File: config.mk
export PLATFORM = sky130hd
export DESIGN_NAME = shifter_8_seq_flat
export DESIGN_NICKNAME = d
export VERILOG_FILES = /design/src/rtl/shifter_8_seq_if.sv /design/src/rtl/shifter_8_seq.sv /design/src/flat_wrapper.sv
export SDC_FILE = /design/constraint.sdc
export NUM_CORES = 1
export LEC_CHECK = 0
export CORE_MARGIN = 1
export CORE_UTILIZATION = 44
export CTS_CLUSTER_SIZE = 16
export DETAILED_ROUTE_END_ITERATION = 7
export GPL_TIMING_DRIVEN = 0
export PLACE_DENSITY = 0.77
export SLEW_MARGIN = 20
export SYNTH_ARGS = -nofsm -noshare
export SYNTH_HDL_FRONTEND = slang
export SYNTH_SLANG_ARGS = --single-unit
File: constraint.sdc
create_clock -name clk -period 1.8 [get_ports clk]
set_input_delay 0.54 -clock clk [delete_from_list [all_inputs] [get_ports clk]]
set_output_delay 0.54 -clock clk [all_outputs]
set_load 0.01 [all_outputs]
File: src/rtl/shifter_8_seq_if.sv
`default_nettype none
// ============================================================================
//  Module      : shifter_8_seq_if
//  Description : Handshake and data bundle for the iterative shift/rotate
//                unit. The requester drives start/op/amount/operand. The
//                shifter returns the result, status flags and the
//                busy/done handshake.
//  Revision    : 1.0 - initial release
// ============================================================================
interface shifter_8_seq_if #(
   parameter int WIDTH = 8,
   parameter int AMT_W = 3
);
   logic             start;
   logic [2:0]       op;
   logic [AMT_W-1:0] amount;
   logic [WIDTH-1:0] operand;
   logic [WIDTH-1:0] from_shifter;
   logic             busy;
   logic             done;
   logic             carry_out;
   logic             zero;

   // Requester side: issues operations and consumes results
   modport master (
      output start,
      output op,
      output amount,
      output operand,
      input  from_shifter,
      input  busy,
      input  done,
      input  carry_out,
      input  zero
   );

   // Shifter side: accepts operations and produces results
   modport slave (
      input  start,
      input  op,
      input  amount,
      input  operand,
      output from_shifter,
      output busy,
      output done,
      output carry_out,
      output zero
   );
endinterface
`default_nettype wire

File: src/rtl/shifter_8_seq.sv
`default_nettype none
// ============================================================================
//  Module      : shifter_8_seq
//  Description : Iterative shift/rotate unit. It performs one single-bit
//                SLL/SRL/SRA/ROL/ROR step per clock under a start/busy/done
//                handshake. The working register drives from_shifter
//                directly. carry_out and zero are registered with each update.
//  Revision    : 1.0 - initial release
// ============================================================================
module shifter_8_seq #(
   parameter int WIDTH = 8,
   parameter int AMT_W = 3
) (
   input  logic           clk,
   input  logic           reset_n,
   shifter_8_seq_if.slave bus
);

   // Operation encodings. Codes above c_OP_ROR are pass-through.
   localparam logic [2:0] c_OP_SLL = 3'd0;
   localparam logic [2:0] c_OP_SRL = 3'd1;
   localparam logic [2:0] c_OP_SRA = 3'd2;
   localparam logic [2:0] c_OP_ROL = 3'd3;
   localparam logic [2:0] c_OP_ROR = 3'd4;

   typedef enum logic [1:0] {
      ST_IDLE  = 2'd0,
      ST_SHIFT = 2'd1,
      ST_DONE  = 2'd2
   } state_t;

   state_t           r_state;
   state_t           w_nextState;
   logic [WIDTH-1:0] r_work;
   logic [WIDTH-1:0] w_nextWork;
   logic [AMT_W-1:0] r_count;
   logic [AMT_W-1:0] w_nextCount;
   logic [2:0]       r_op;
   logic [2:0]       w_nextOp;
   logic             r_carry;
   logic             w_nextCarry;
   logic             r_zero;
   logic             w_nextZero;
   logic             w_immediate;
   logic [WIDTH:0]   w_step;

   // One single-bit step of the selected operation.
   // The return value is {bit shifted out, new word}.
   function automatic logic [WIDTH:0] f_stepOnce(
      input logic [2:0]       opSel,
      input logic [WIDTH-1:0] val
   );
      logic [WIDTH:0] res;
      res = {1'b0, val};
      case (opSel)
         c_OP_SLL: res = {val[WIDTH-1], val[WIDTH-2:0], 1'b0};
         c_OP_SRL: res = {val[0], 1'b0, val[WIDTH-1:1]};
         c_OP_SRA: res = {val[0], val[WIDTH-1], val[WIDTH-1:1]};
         c_OP_ROL: res = {val[WIDTH-1], val[WIDTH-2:0], val[WIDTH-1]};
         c_OP_ROR: res = {val[0], val[0], val[WIDTH-1:1]};
         default:  res = {1'b0, val};
      endcase
      return res;
   endfunction

   // A zero amount or a pass-through opcode finishes without shifting
   assign w_immediate = (bus.amount == '0) || (bus.op > c_OP_ROR);

   // Result of stepping the current working word once with the latched op
   always_comb begin
      w_step = f_stepOnce(r_op, r_work);
   end

   // Next-state and datapath update: load on an accepted start, step while shifting
   always_comb begin
      w_nextState = r_state;
      w_nextWork  = r_work;
      w_nextCount = r_count;
      w_nextOp    = r_op;
      w_nextCarry = r_carry;
      w_nextZero  = r_zero;

      case (r_state)
         ST_IDLE, ST_DONE: begin
            // DONE always leaves after one cycle.
            // A start seen here is accepted back-to-back, as from IDLE.
            w_nextState = ST_IDLE;
            if (bus.start) begin
               w_nextWork  = bus.operand;
               w_nextCount = bus.amount;
               w_nextOp    = bus.op;
               w_nextCarry = 1'b0;
               w_nextZero  = (bus.operand == '0);
               w_nextState = w_immediate ? ST_DONE : ST_SHIFT;
            end
         end
         ST_SHIFT: begin
            // start, op, amount and operand are ignored here
            w_nextWork  = w_step[WIDTH-1:0];
            w_nextCarry = w_step[WIDTH];
            w_nextZero  = (w_step[WIDTH-1:0] == '0);
            w_nextCount = r_count - AMT_W'(1);
            // Exiting on count == 1 means count never wraps below zero
            if (r_count == AMT_W'(1)) begin
               w_nextState = ST_DONE;
            end
         end
         default: begin
            w_nextState = ST_IDLE;
         end
      endcase
   end

   // State and datapath registers. A synchronous active-low reset aborts any operation.
   always_ff @(posedge clk) begin
      if (!reset_n) begin
         r_state <= ST_IDLE;
         r_work  <= '0;
         r_count <= '0;
         r_op    <= '0;
         r_carry <= 1'b0;
         r_zero  <= 1'b0;
      end else begin
         r_state <= w_nextState;
         r_work  <= w_nextWork;
         r_count <= w_nextCount;
         r_op    <= w_nextOp;
         r_carry <= w_nextCarry;
         r_zero  <= w_nextZero;
      end
   end

   // The outputs come straight from registers, so the mux input never glitches
   assign bus.from_shifter = r_work;
   assign bus.carry_out    = r_carry;
   assign bus.zero         = r_zero;
   assign bus.busy         = (r_state == ST_SHIFT);
   assign bus.done         = (r_state == ST_DONE);

endmodule
`default_nettype wire

File: src/flat_wrapper.sv
// flat-port wrapper written by rule: the top's interface ports become plain ports
module shifter_8_seq_flat 
#(
   parameter int WIDTH = 8,
   parameter int AMT_W = 3
)
  (clk, reset_n, bus_start, bus_op, bus_amount, bus_operand, bus_from_shifter, bus_busy, bus_done, bus_carry_out, bus_zero);
  shifter_8_seq_if #(.WIDTH(WIDTH), .AMT_W(AMT_W)) bus_i ();
  input  logic clk;
  input  logic reset_n;
  input wire logic [$bits(bus_i.start)-1:0] bus_start;
  input wire logic [$bits(bus_i.op)-1:0] bus_op;
  input wire logic [$bits(bus_i.amount)-1:0] bus_amount;
  input wire logic [$bits(bus_i.operand)-1:0] bus_operand;
  output wire logic [$bits(bus_i.from_shifter)-1:0] bus_from_shifter;
  output wire logic [$bits(bus_i.busy)-1:0] bus_busy;
  output wire logic [$bits(bus_i.done)-1:0] bus_done;
  output wire logic [$bits(bus_i.carry_out)-1:0] bus_carry_out;
  output wire logic [$bits(bus_i.zero)-1:0] bus_zero;
  assign bus_i.start = bus_start;
  assign bus_i.op = bus_op;
  assign bus_i.amount = bus_amount;
  assign bus_i.operand = bus_operand;
  assign bus_from_shifter = bus_i.from_shifter;
  assign bus_busy = bus_i.busy;
  assign bus_done = bus_i.done;
  assign bus_carry_out = bus_i.carry_out;
  assign bus_zero = bus_i.zero;
  shifter_8_seq #(.WIDTH(WIDTH), .AMT_W(AMT_W)) u_core (.clk(clk), .reset_n(reset_n), .bus(bus_i));
endmodule
==> run metrics, run 1 <==
share of the synthesized area in the top cell type=0.3032; global-route wire length before repair=4.581 mm; Clock power frac=0.186; layout net count=204; Die Ht=53.98 µm; die area=2913 µm²; Hold WC Path Type=flop to flop; CP Max Fanout=7; number of hold buffers added after cts=0; stages on the worst setup path=7; core area=2522 µm²; Pwr Density=671.4 nW/µm²; Synth area leaders=dfxtp_1 (30%), mux2i_1 (13%), nand2_1 (7.6%); startpoint types=flop; combinational power share=0.380; VDD IR-drop max=roughly 0.51 mV; vias per cell=5.729; CP most frequent cell=mux2i_1; TritonCTS clock tree=yes; unrepaired setup endpoints after global routing=yes; Max transition margin=0.6977; Final Hold Fails=0; min Tclk post-route=1.965 ns; wire per inst=13.60 µm; Post-Synthesis Cell Area=1189 µm²; Initial DRC Count=17; sequential-to-total area share from yosys stat=0.3032; Worst Reg2Reg Path Length in Cells=7; period utilisation layout=1.092; Routed WL=2.911 mm; synth warn=0; Clock Latency Late Sink=0.29 ns; Pre-antenna DRT Iters=4; Cells after Synth=142; DRT antenna net count=0; Sw Pwr=366.0 µW; I/O pin cnt=29; Yosys top cell by area=dfxtp_1; ant diodes=0; Starting Density=0.4712; number of global-route vias before repair=1040; placed cell area=1531 µm²; GRT Util Overall=0.2174; post-route design area=1675 µm²; Setup WS pre-CTS=-0.4152 ns; Mapped Nets=161; CTS H-tree lvls=1; CTS Sinks=18; fin worst setup slack=-0.1650 ns; Worst-path clk slew=0.10 ns; CP delay by family, top=simple AND/OR/NAND/NOR gates; DP HPWL=2.148 mm; top-count cell post-synth=nand2_1; ys async rst share=0; Placement Rows=18; Synth top cells by count=nand2_1 (24), dfxtp_1 (18), mux2i_1 (15); drt drc=0; vias=1226; Worst Skew=about 0.005 ns; CP cell instances=buf_6 > nor2_4 > mux2i_1 > mux2i_1 > or4_1 > o22ai_1 > o311a_1; synth unique cells=40; Overall Power=1125 µW; required time of the critical path=approximately 2.0 ns; CP Data Arrival Time=2.21 ns; die width=~54 µm; largest net degree at the start of global routing=11; run status=finished with violations; Buf+Inv Stages, Crit Path=1; IO Port Bufs=28; GR Overflow Total=0; Slew Viols, Final=0; gpl congestion=0.8051; max-cap viol count=0; CP endpoint kind=flop; Worst path slowest cell=or4_1; EDFF count, synth=0; Root Buffer=clkbuf_4; #FFs+latches synth=18; Pleak=0.0008770 µW; Mean Syn Cell Area=around 8.4 µm²; critical path type=flop to flop; Tightest Pin Transition=approximately 0.45 ns; Int Pwr=758.8 µW; slowest stage delay, CP=about 0.52 ns; fmax=508.9 MHz; hold path depth=1; failing checks=negative setup slack; layout cells sized above 1=0.2065; Net Sw Frac=0.3254; Max Root-Sink Buffers=2; Main synth FF type=dfxtp_1; Area Overhead vs Synth=40.95%; Filler cells=224; initial antenna violation count=0; Inserted Clock Buffers=3; Final setup viols=1; sequential power share=0.434
## worst paths after layout
| kind | start | end | slack [ns] |
|---|---|---|---|
| worst max-delay path | u_core.r_op[1] | u_core.bus.zero | -0.17 |
| worst min-delay path | u_core.bus.zero | u_core.bus.zero | 0.54 |
| worst max register to register | u_core.r_op[1] | u_core.bus.zero | -0.17 |
| worst min register to register | u_core.bus.zero | u_core.bus.zero | 0.54 |
## stage by stage
| step | utilization | setup TNS (ns) | std cells | hold slack [ns] |
|---|---|---|---|---|
| after floorplan | - | 0 | 142 | 0.4934 |
| after global placement | 0.6071 | -4.211 | 200 | 0.5128 |
| after detailed placement | 0.6071 | -4.642 | 200 | 0.5125 |
| after CTS | 0.6533 | -0.1460 | 213 | 0.5480 |
| after global routing | 0.6642 | -0.2448 | 214 | 0.5609 |
| final | 0.6642 | -0.1650 | 214 | 0.5424 |
## state kept, by name, indices dropped and copies added, names as in the netlist
register and count:
u_core.bus.from_shifter 8, u_core.r_count 3, u_core.r_op 3, u_core.r_state 2
u_core.bus.carry_out 1, u_core.bus.zero 1
## placed cells by master, fill, tap and decap left out, types with 3 or more instances in the layout
| cell type | Yosys | final |
|---|---|---|
| o21ai_0 | 3 | 3 |
| clkbuf_1 | 4 | 3 |
| dfxtp_2 | 0 | 7 |
| nor2_1 | 3 | 3 |
| a22oi_1 | 3 | 3 |
| dfxtp_1 | 18 | 7 |
| o211a_1 | 7 | 7 |
| o211ai_1 | 4 | 4 |
| buf_4 | 1 | 11 |
| clkbuf_2 | 0 | 3 |
| clkbuf_4 | 0 | 4 |
| nand2_1 | 24 | 24 |
| dfxtp_4 | 0 | 4 |
| nand2b_1 | 3 | 3 |
| a21boi_0 | 3 | 3 |
| nand3_1 | 10 | 10 |
| dlymetal6s2s_1 | 0 | 8 |
| nor2b_1 | 9 | 9 |
| mux2i_1 | 15 | 15 |
| clkdlybuf4s50_1 | 0 | 18 |
## repair_timing
action / in CTS / in global routing
resized for setup: 18 / 11
endpoints found under the setup margin: 20 / 11
buffers inserted: 10 / 2
pin swaps: 2 / 1
## kinds of logic after synthesis
kind of cell | share of synthesized area
xor gates and xnor gates | 0.02106
and+or+nand+nor | 0.2516
AOI/OAI and AO/OA | 0.2232
adders and majority gates | 0.02105
buffers and inverters | 0.05367
DFF | 0.3032
muxes | 0.1263
## per-layer routing
layer / vias to the layer above / track usage / part of all wire
met5: - / 0 / 0
met4: 0 / 0.06838 / 0.010
met3: 5 / 0.03107 / 0.041
met2: 31 / 0.3704 / 0.50
met1: 589 / 0.2795 / 0.45
li1: 601 / - / -
## final cells by class
cell class / count / area, µm² / share of cell area
inverter: 3 / 13.76 / 0.008215
sequential: 18 / 384.1 / 0.2293
clock buffer: 4 / 26.28 / 0.01568
buffer: 10 / 63.81 / 0.03809
multi-input combinational: 111 / 780.7 / 0.4660
timing repair buffer: 38 / 369.1 / 0.2203
tap: 30 / 37.54 / 0.02240
## power by group through the flow
stage	sequential [µW]	combinational [µW]	clock [µW]
2_1_floorplan	492	240	0
3_3_place_gp	490	381	0
4_1_cts	487	427	210
3_5_place_dp	493	387	0
6_report	488	427	210
5_1_grt	493	463	239
No activity file was read; power rests on OpenSTA's default activity.
==> run 2: changes to the inputs <==
--- a/config.mk
+++ b/config.mk
@@ -15,3 +15,4 @@
 export SYNTH_ARGS = -nofsm -noshare
 export SYNTH_HDL_FRONTEND = slang
 export SYNTH_SLANG_ARGS = --single-unit
+export TNS_END_PERCENT = 50
==> run 2 against run 1 <==
Net effect:
- the flow still finishes with violations (negative setup slack)
- worst setup slack worse by 0.012 ns
- combinational power is 3% higher
- routed wire length increased by 4.2%
- final cell count increased by 0.47%
- sequential share of layout area decreased by 0.15 points
- critical endpoint unchanged
==> run metrics, run 2 (synthesis results as in run 1) <==
die area=2913 µm² (unchanged); Worst Reg2Reg Path Length in Cells=7 (unchanged); Worst path slowest cell=or4_1 (unchanged); die width=53.98 µm (unchanged); Routed WL=3.033 mm (was 2.911 mm); Inserted Clock Buffers=3 (unchanged); Setup WS pre-CTS=-0.4152 ns (unchanged); Tightest Pin Transition=0.4630 ns (was 0.4535 ns); TritonCTS clock tree=yes (unchanged); period utilisation layout=1.098 (was 1.092); global-route wire length before repair=4.581 mm (unchanged); Slew Viols, Final=0 (unchanged); max FFs per register=8 (unchanged); Starting Density=0.4712 (unchanged); largest net degree at the start of global routing=11 (unchanged); hold path depth=1 (unchanged); CTS H-tree lvls=1 (unchanged); wire per inst=14.11 µm (was 13.60 µm); Worst-path clk slew=0.10 ns (about the same); fin worst setup slack=-0.1770 ns (was -0.1650 ns); placed insts=200 (unchanged); IO Port Bufs=28 (unchanged); Root Buffer=clkbuf_4 (unchanged); Max Root-Sink Buffers=2 (unchanged); RR Endpoint=u_core.bus.zero (unchanged); run status=finished with violations (unchanged); min-delay src=u_core.bus.zero (unchanged); ant diodes=0 (unchanged); Pwr Density=675.4 nW/µm² (was 671.4 nW/µm²); leading cell type in the layout, fill and taps excluded=nand2_1 (unchanged); min Tclk post-route=1.977 ns (was 1.965 ns); R2R Path Start=u_core.r_op[1] (unchanged); number of hold buffers added after cts=0 (unchanged); CP cell instances=buf_6 > nor2_4 > mux2i_1 > mux2i_1 > or4_1 > o22ai_1 > o311a_1 (unchanged); core area=2522 µm² (unchanged); critical path type=flop to flop (unchanged); drt drc=0 (unchanged); number of global-route vias before repair=1040 (unchanged); DRT antenna net count=0 (unchanged); stages on the worst setup path=7 (unchanged); Worst Skew=0.002877 ns (was 0.005001 ns); GRT Util Overall=0.2174 (unchanged); CP Max Fanout=7 (unchanged); CP Data Arrival Time=2.22 ns (was 2.21 ns); CTS Sinks=18 (unchanged); gpl congestion=0.8051 (unchanged); R2R Setup Slk=-0.18 ns (was -0.17 ns); required time of the critical path=2.05 ns (was 2.04 ns); fin cells=215 (was 214); max-cap viol count=0 (unchanged); Clock Latency Late Sink=0.30 ns (was 0.29 ns); slowest stage delay, CP=0.52 ns (about the same); Buf+Inv Stages, Crit Path=1 (unchanged); Filler cells=219 (was 224); Die Ht=53.98 µm (unchanged); Hold WC Path Type=flop to flop (unchanged); Area Overhead vs Synth=41.89% (was 40.95%); vias=1235 (was 1226); worst hold slack=0.5440 ns (was 0.5424 ns); DP HPWL=2.148 mm (unchanged); layout net count=205 (was 204); Hold EP=u_core.bus.zero (unchanged); Pleak=0.0008831 µW (was 0.0008770 µW); Final Hold Fails=0 (unchanged); Pre-antenna DRT Iters=4 (unchanged); initial antenna violation count=0 (unchanged); fmax=505.8 MHz (was 508.9 MHz); layout cells sized above 1=0.2108 (was 0.2065); footprint of the multi-input gates=780.7 µm² (unchanged); failing checks=negative setup slack (unchanged); VDD IR-drop max=0.5252 mV (was 0.5098 mV); Max transition margin=0.6914 (was 0.6977); CP delay by family, top=simple AND/OR/NAND/NOR gates (unchanged); CP endpoint kind=flop (unchanged); storage element area=384.1 µm² (unchanged); CP most frequent cell=mux2i_1 (unchanged); startpoint types=flop (unchanged); unrepaired setup endpoints after global routing=yes (unchanged); Placement Rows=18 (unchanged); I/O pin cnt=29 (unchanged); GR Overflow Total=0 (unchanged); Final setup viols=1 (unchanged); vias per cell=5.744 (was 5.729); commonest cells after routing, fill and taps aside=nand2_1 (24), clkdlybuf4s50_1 (18), mux2i_1 (15) (unchanged); Initial DRC Count=25 (was 17)
==> run 2: cell types whose count changed in the layout (fill, tap and decap cells not counted) <==
cell	before	now
buf_6	2	3
==> run 2: timing repair <==
action / in CTS / in global routing
buffers inserted: 10 / 2
endpoints found under the setup margin: 20 / 11
gates resized for setup: 18 / 12
pin swaps: 2 / 1
==> run 2: stage by stage <==
step	cell area, µm²	utilization	power [µW]	TNS, ns
CTS	1648	0.6533	1124	-0.1460
detailed placement	1531	0.6071	880.0	-4.642
global route	1687	0.6687	1205	-0.2785
floorplan	1214	-	732.4	0
finish	1687	0.6687	1139	-0.1770
global placement	1531	0.6071	870.9	-4.211
==> run 2: worst max path at each step <==
stage	startpoint	to	slack (ns)
4_1_cts	u_core.r_op[1]	u_core.bus.zero	-0.15
3_3_place_gp	bus_start	u_core.bus.from_shifter[0]	-0.38
2_1_floorplan	u_core.r_op[0]	u_core.bus.zero	0.005
3_5_place_dp	bus_start	u_core.bus.from_shifter[2]	-0.42
6_report	u_core.r_op[1]	u_core.bus.zero	-0.18
5_1_grt	u_core.r_op[1]	u_core.bus.zero	-0.28
==> run 2: area by class of cell <==
cell class / count / area share
Inverter: 3 / 0.008160
Buffer: 10 / 0.03783
Timing Repair Buffer: 39 / 0.2255
Multi-Input combinational cell: 111 / 0.4629
Clock buffer: 4 / 0.01558
Tap cell: 30 / 0.02226
Sequential cell: 18 / 0.2277
==> run 2: report_power, final <==
part	total (µW)	switching [µW]	internal, µW
combinational	438	199	239
sequential	488	48.4	440
clock	213	126	86.3
==> run 2: per-layer routing <==
layer	share of wire	GRT usage	routed length (µm)
met1	0.44	0.2795	1335
met2	0.51	0.3704	1559
met3	0.036	0.03107	108
met4	0.0096	0.06838	29
met5	0	0	0
